## config.mk

```make
export PLATFORM = sky130hd
export DESIGN_NAME = pool_frame_collector
export DESIGN_NICKNAME = d
export VERILOG_FILES = /design/src/rtl/pool_frame_collector.sv
export SDC_FILE = /design/constraint.sdc
export NUM_CORES = 2
export LEC_CHECK = 0
export CAP_MARGIN = 30
export CELL_PAD_IN_SITES_DETAIL_PLACEMENT = 0
export CELL_PAD_IN_SITES_GLOBAL_PLACEMENT = 1
export CORE_MARGIN = 8
export CORE_UTILIZATION = 38
export DETAILED_ROUTE_END_ITERATION = 10
export DONT_BUFFER_PORTS = 1
export PLACE_DENSITY_LB_ADDON = 0.1
export SYNTH_ARGS = -nofsm -noshare
export SYNTH_HDL_FRONTEND = slang
export SYNTH_SLANG_ARGS = --single-unit
export TNS_END_PERCENT = 1
```

## constraint.sdc

```tcl
create_clock -name clk -period 10.7 [get_ports clk]
set_input_delay 1.605 -clock clk [delete_from_list [all_inputs] [get_ports clk]]
set_output_delay 1.605 -clock clk [all_outputs]
set_load 0.005 [all_outputs]
```

## src/rtl/pool_frame_collector.sv

```systemverilog
// Pooled-frame collector: fills a DEPTH-entry buffer in raster order, then holds it for a sequential read-out.
// Optional per-channel signed maximum output when POOL_COLLECTOR_CHANMAX_EN is defined.
module pool_frame_collector #(
  parameter  int CHANNELS = 5,
  parameter  int I_WIDTH  = 16,
  parameter  int OUT_SIZE = 7,
  localparam int DEPTH    = OUT_SIZE * OUT_SIZE,
  localparam int AW       = $clog2(DEPTH),
  localparam int DW       = CHANNELS * I_WIDTH,
  localparam int RW       = $clog2(OUT_SIZE)
) (
  input  logic          clk,
  input  logic          rst_n,
  input  logic          clk_en,
  input  logic [DW-1:0] input_data,
  input  logic          valid,
  input  logic          rd_en,
  output logic [DW-1:0] rd_data,
  output logic          rd_valid,
  output logic [RW-1:0] rd_row,
  output logic [RW-1:0] rd_col,
  output logic          frame_done,
`ifdef POOL_COLLECTOR_CHANMAX_EN
  output logic [DW-1:0] chan_max,
`endif
  output logic          overflow
);

  localparam logic [0:0] ST_FILL = 1'b0;
  localparam logic [0:0] ST_HOLD = 1'b1;

  logic [0:0]    state_q, state_d;
  logic [AW-1:0] wr_ptr_q, wr_ptr_d;
  logic [AW-1:0] rd_ptr_q, rd_ptr_d;
  logic [RW-1:0] row_q, row_d, col_q, col_d;
  logic [RW-1:0] rd_row_q, rd_row_d, rd_col_q, rd_col_d;
  logic          rd_valid_q, rd_valid_d;
  logic          overflow_q, overflow_d;
  logic [DW-1:0] rd_data_q, rd_data_d;
  logic          wr_fire, rd_fire;

  logic [DW-1:0] mem [DEPTH];

  assign wr_fire = clk_en && (state_q == ST_FILL) && valid;
  assign rd_fire = clk_en && (state_q == ST_HOLD) && rd_en;

  always_comb begin
    state_d    = state_q;
    wr_ptr_d   = wr_ptr_q;
    rd_ptr_d   = rd_ptr_q;
    row_d      = row_q;
    col_d      = col_q;
    rd_row_d   = rd_row_q;
    rd_col_d   = rd_col_q;
    rd_valid_d = rd_valid_q;
    overflow_d = overflow_q;
    rd_data_d  = rd_data_q;

    if (clk_en) rd_valid_d = rd_fire;
    if (clk_en && (state_q == ST_HOLD) && valid) overflow_d = 1'b1;

    if (wr_fire) begin
      if (wr_ptr_q == AW'(DEPTH - 1)) begin
        wr_ptr_d = '0;
        state_d  = ST_HOLD;
      end else begin
        wr_ptr_d = wr_ptr_q + AW'(1);
      end
    end

    // row/col shadow rd_ptr incrementally so no divide is needed for the index outputs
    if (rd_fire) begin
      rd_data_d = mem[rd_ptr_q];
      rd_row_d  = row_q;
      rd_col_d  = col_q;
      if (col_q == RW'(OUT_SIZE - 1)) begin
        col_d = '0;
        row_d = row_q + RW'(1);
      end else begin
        col_d = col_q + RW'(1);
      end
      if (rd_ptr_q == AW'(DEPTH - 1)) begin
        rd_ptr_d = '0;
        row_d    = '0;
        col_d    = '0;
        state_d  = ST_FILL;
      end else begin
        rd_ptr_d = rd_ptr_q + AW'(1);
      end
    end
  end

  always_ff @(posedge clk or negedge rst_n) begin
    if (!rst_n) begin
      state_q    <= ST_FILL;
      wr_ptr_q   <= '0;
      rd_ptr_q   <= '0;
      row_q      <= '0;
      col_q      <= '0;
      rd_row_q   <= '0;
      rd_col_q   <= '0;
      rd_valid_q <= 1'b0;
      overflow_q <= 1'b0;
      rd_data_q  <= '0;
    end else begin
      state_q    <= state_d;
      wr_ptr_q   <= wr_ptr_d;
      rd_ptr_q   <= rd_ptr_d;
      row_q      <= row_d;
      col_q      <= col_d;
      rd_row_q   <= rd_row_d;
      rd_col_q   <= rd_col_d;
      rd_valid_q <= rd_valid_d;
      overflow_q <= overflow_d;
      rd_data_q  <= rd_data_d;
    end
  end

  always_ff @(posedge clk) begin
    if (wr_fire) mem[wr_ptr_q] <= input_data;
  end

  assign rd_data    = rd_data_q;
  assign rd_valid   = rd_valid_q;
  assign rd_row     = rd_row_q;
  assign rd_col     = rd_col_q;
  assign frame_done = (state_q == ST_HOLD);
  assign overflow   = overflow_q;

`ifdef POOL_COLLECTOR_CHANMAX_EN
  logic [DW-1:0] cmax_q, cmax_d;

  // first write of a frame loads, so the previous frame's maximum never leaks forward
  always_comb begin
    cmax_d = cmax_q;
    if (wr_fire) begin
      for (int c = 0; c < CHANNELS; c++) begin
        if ((wr_ptr_q == '0) ||
            ($signed(input_data[c*I_WIDTH +: I_WIDTH]) > $signed(cmax_q[c*I_WIDTH +: I_WIDTH])))
          cmax_d[c*I_WIDTH +: I_WIDTH] = input_data[c*I_WIDTH +: I_WIDTH];
      end
    end
  end

  always_ff @(posedge clk or negedge rst_n) begin
    if (!rst_n) cmax_q <= '0;
    else        cmax_q <= cmax_d;
  end

  assign chan_max = cmax_q;
`endif

endmodule

```

==> flow_metrics.env <==
export IMPL_final_max_slew_violation_count=0
export IMPL_crit_start="valid"
export IMPL_r2r_start="rd_ptr_q[1]"
export IMPL_finalSetupViolCount=0
export IMPL_post_cts_setup_buffers=0
export IMPL_clkPwrFrac=0.375
export IMPL_setup_slack_ps=5800
export IMPL_area_delta_synth_final_pct=13.8
export IMPL_synth_common_cells="edfxtp_1 (3920), mux2i_1 (692), mux4_2 (688), o21ai_0 (192), clkbuf_1 (156)"
export IMPL_synth_cell_area_um2=153000
export IMPL_initial_core_util=0.381
export IMPL_path_clk_slew_ps=60
export IMPL_async_flop_share=0.0266
export IMPL_drv_cap=0
export IMPL_ys_seq_area_frac=0.785
export IMPL_port_buffers=0
export IMPL_relSlewSlack=0.106
export IMPL_switching_share=0.268
export IMPL_pin_count=174
export IMPL_yosys_warnings=0
export IMPL_grt_max_degree=112
export IMPL_synthCells=7131
export IMPL_dr_pass1_iters=7
export IMPL_syn_num_nets=7221
export IMPL_holdBufCountCts=0
export IMPL_synth_area_leader_cell="edfxtp_1"
export IMPL_hold_viol=0
export IMPL_grt_pass1_wl_mm=651
export IMPL_hold_class="primary input to async pin"
export IMPL_synth_edff_count=3920
export IMPL_fin_total_pwr_mw=39.5
export IMPL_r2r_cells=8
export IMPL_final_cells=13000
export IMPL_rsz0062_at_grt="no"
export IMPL_outcome="finished, final reports clean"
export IMPL_drt_iter0_markers=6832
export IMPL_grt_usage=0.218
export IMPL_cts_root_buf="clkbuf_16"
export IMPL_worst_path_max_fanout=43
export IMPL_vdd_drop_max_uv=153
export IMPL_powerDensity_nw_per_um2=226
export IMPL_p_seq_frac=0.452
export IMPL_synthTopCellsByArea="edfxtp_1 (77%), mux4_2 (10%), mux2i_1 (4.5%), dfrtp_1 (1.7%), o21ai_0 (0.63%)"
export IMPL_first_global_vias=76700
export IMPL_start_kind="primary input"
export IMPL_internal_power_mw=28.9
export IMPL_clock_latency_ps=980
export IMPL_p_sw_mw=10.6
export IMPL_placedCellCount=12200
export IMPL_cp_required_ps=11270
export IMPL_fin_setup_tns_ps=0
export IMPL_post_route_drc_count=0
export IMPL_routedWlPerCell_um=36.2
export IMPL_routed_wl_mm=473
export IMPL_routed_via_density=5.74
export IMPL_rr_endpoint="rd_data[50]"
export IMPL_ys_types=58
export IMPL_cts_buffers=437
export IMPL_synth_top_area_share=0.768
export IMPL_period_needed_ps=4900
export IMPL_fillers=34500
export IMPL_synth_ff_type="edfxtp_1"
export IMPL_ctsLongestPathBuffers=4
export IMPL_gp_congestion=0.749
export IMPL_dp_hpwl_mm=262
export IMPL_pwr_share_comb=0.173
export IMPL_via_count=74900
export IMPL_skew_ps=37.4
export IMPL_worst_pin_slew_ps=1340
export IMPL_antenna_found_initial=23
export IMPL_ff2ff_setup_slack_ps=5830
export IMPL_ctsResizeCount=0
export IMPL_avgSynthCellArea_um2=21.5
export IMPL_max_freq_mhz=204
export IMPL_grt_overflow_total=0
export IMPL_detail_route_antenna_nets=0
export IMPL_fp_dieH_um=651
export IMPL_tritoncts="built"
export IMPL_die_area_um2=424000
export IMPL_post_synth_top_count_cell="edfxtp_1"
export IMPL_drive_above_1_share=0.213
export IMPL_worstSetupPathType="primary input to flop"
export IMPL_clock_sinks=4027
export IMPL_core_um2=402000
export IMPL_fp_dieW_um=651
export IMPL_worst_hold_slack_ps=349
export IMPL_p_leak_nw=57.2
export IMPL_worstPathArrival_ps=5480
export IMPL_htreeDepth=5
export IMPL_ys_ff_latch=4027
export IMPL_rows=233
export IMPL_cp_end_kind="flop"
export IMPL_pre_cts_ws_ps=4730
export IMPL_final_nets=7459
export IMPL_period_share=0.458
[logic make-up (layout without fill, tap and decap cells)]
kind of cell	after synthesis	after routing	synth area share
mux	1381	1381	0.146
compound gates	957	957	0.0433
buf+inv	431	1042	0.0154
fa+ha+maj	5	5	0.000408
flops	4027	4027	0.785
simple gates	327	327	0.00908
other cells	0	12	0
xor+xnor	3	3	0.000171
[worst max path at each step]
stage,end,slack [ps],depth (start not counted)
CTS,rd_data[50],5650,8
detailed placement,mem[7][49],4730,6
global placement,mem[7][24],4770,6
finish,mem[7][14],5800,6
floorplan,mem[31][0],4410,4
global route,rd_data[50],5630,8
[flip-flops by register name (all words and copies together), names as in the netlist]
signal / count
mem: 3920
rd_valid: 1
col_q: 3
frame_done: 1
rd_col: 3
rd_row: 3
wr_ptr_q: 6
overflow: 1
row_q: 3
rd_data: 80
rd_ptr_q: 6
[layer usage]
metal  GRT usage  routed length, um  share of wire  vias up
met5           0                  0              0        -
met4      0.0465              10300          0.022        0
met3      0.0284              22600          0.048      507
met2       0.375             238000           0.50     2051
met1       0.299             202000           0.43    41700
li1            -                  -              -    30700
[area by class of cell]
cell class                      count  area, um2  share of cell area
Tap cell                         5287       6620              0.0379
Antenna cell                       12       30.0            0.000172
Clock inverter                    240       2200              0.0126
Clock buffer                      572      11900              0.0680
Inverter                            8       42.5            0.000244
Multi-Input combinational cell   2673      31100               0.178
Sequential cell                  4027     120000               0.690
Timing Repair Buffer              222       2270              0.0130
[placed cells by master, fill, tap and decap left out, types with 74 or more instances in the layout]
master	synthesis	final
o22ai_1	145	145
a22oi_1	74	74
buf_4	50	172
a21oi_1	151	151
o21ai_0	192	192
clkinv_1	1	77
clkbuf_16	0	445
mux2i_1	692	692
nand2_1	152	151
o221ai_1	88	88
clkbuf_1	156	102
a211oi_1	119	119
dfrtp_1	107	102
edfxtp_1	3920	3920
clkinv_2	0	96
mux4_2	688	688
[per-stage QoR]
step,utilization,cell area (um2)
floorplan,-,153000
global placement,0.397,160000
detailed placement,0.399,160000
CTS,0.434,174000
global route,0.434,174000
finish,0.434,174000
[power groups by stage]
stage | Combinational (mW) | Clock, mW | Sequential [mW]
floorplan | 4.76 | 0 | 18.0
global placement | 6.96 | 0 | 18.2
detailed placement | 6.99 | 0 | 18.2
CTS | 7.01 | 15.1 | 17.9
global route | 7.22 | 15.7 | 17.9
finish | 6.83 | 14.8 | 17.9
[critical path, stage by stage]
cell and delay [ps]:
nand2_1 180, nor2_1 570, nand4_1 740, nor2_4 780
buf_4 670, buf_4 840
(Power assumes the default switching activity.)
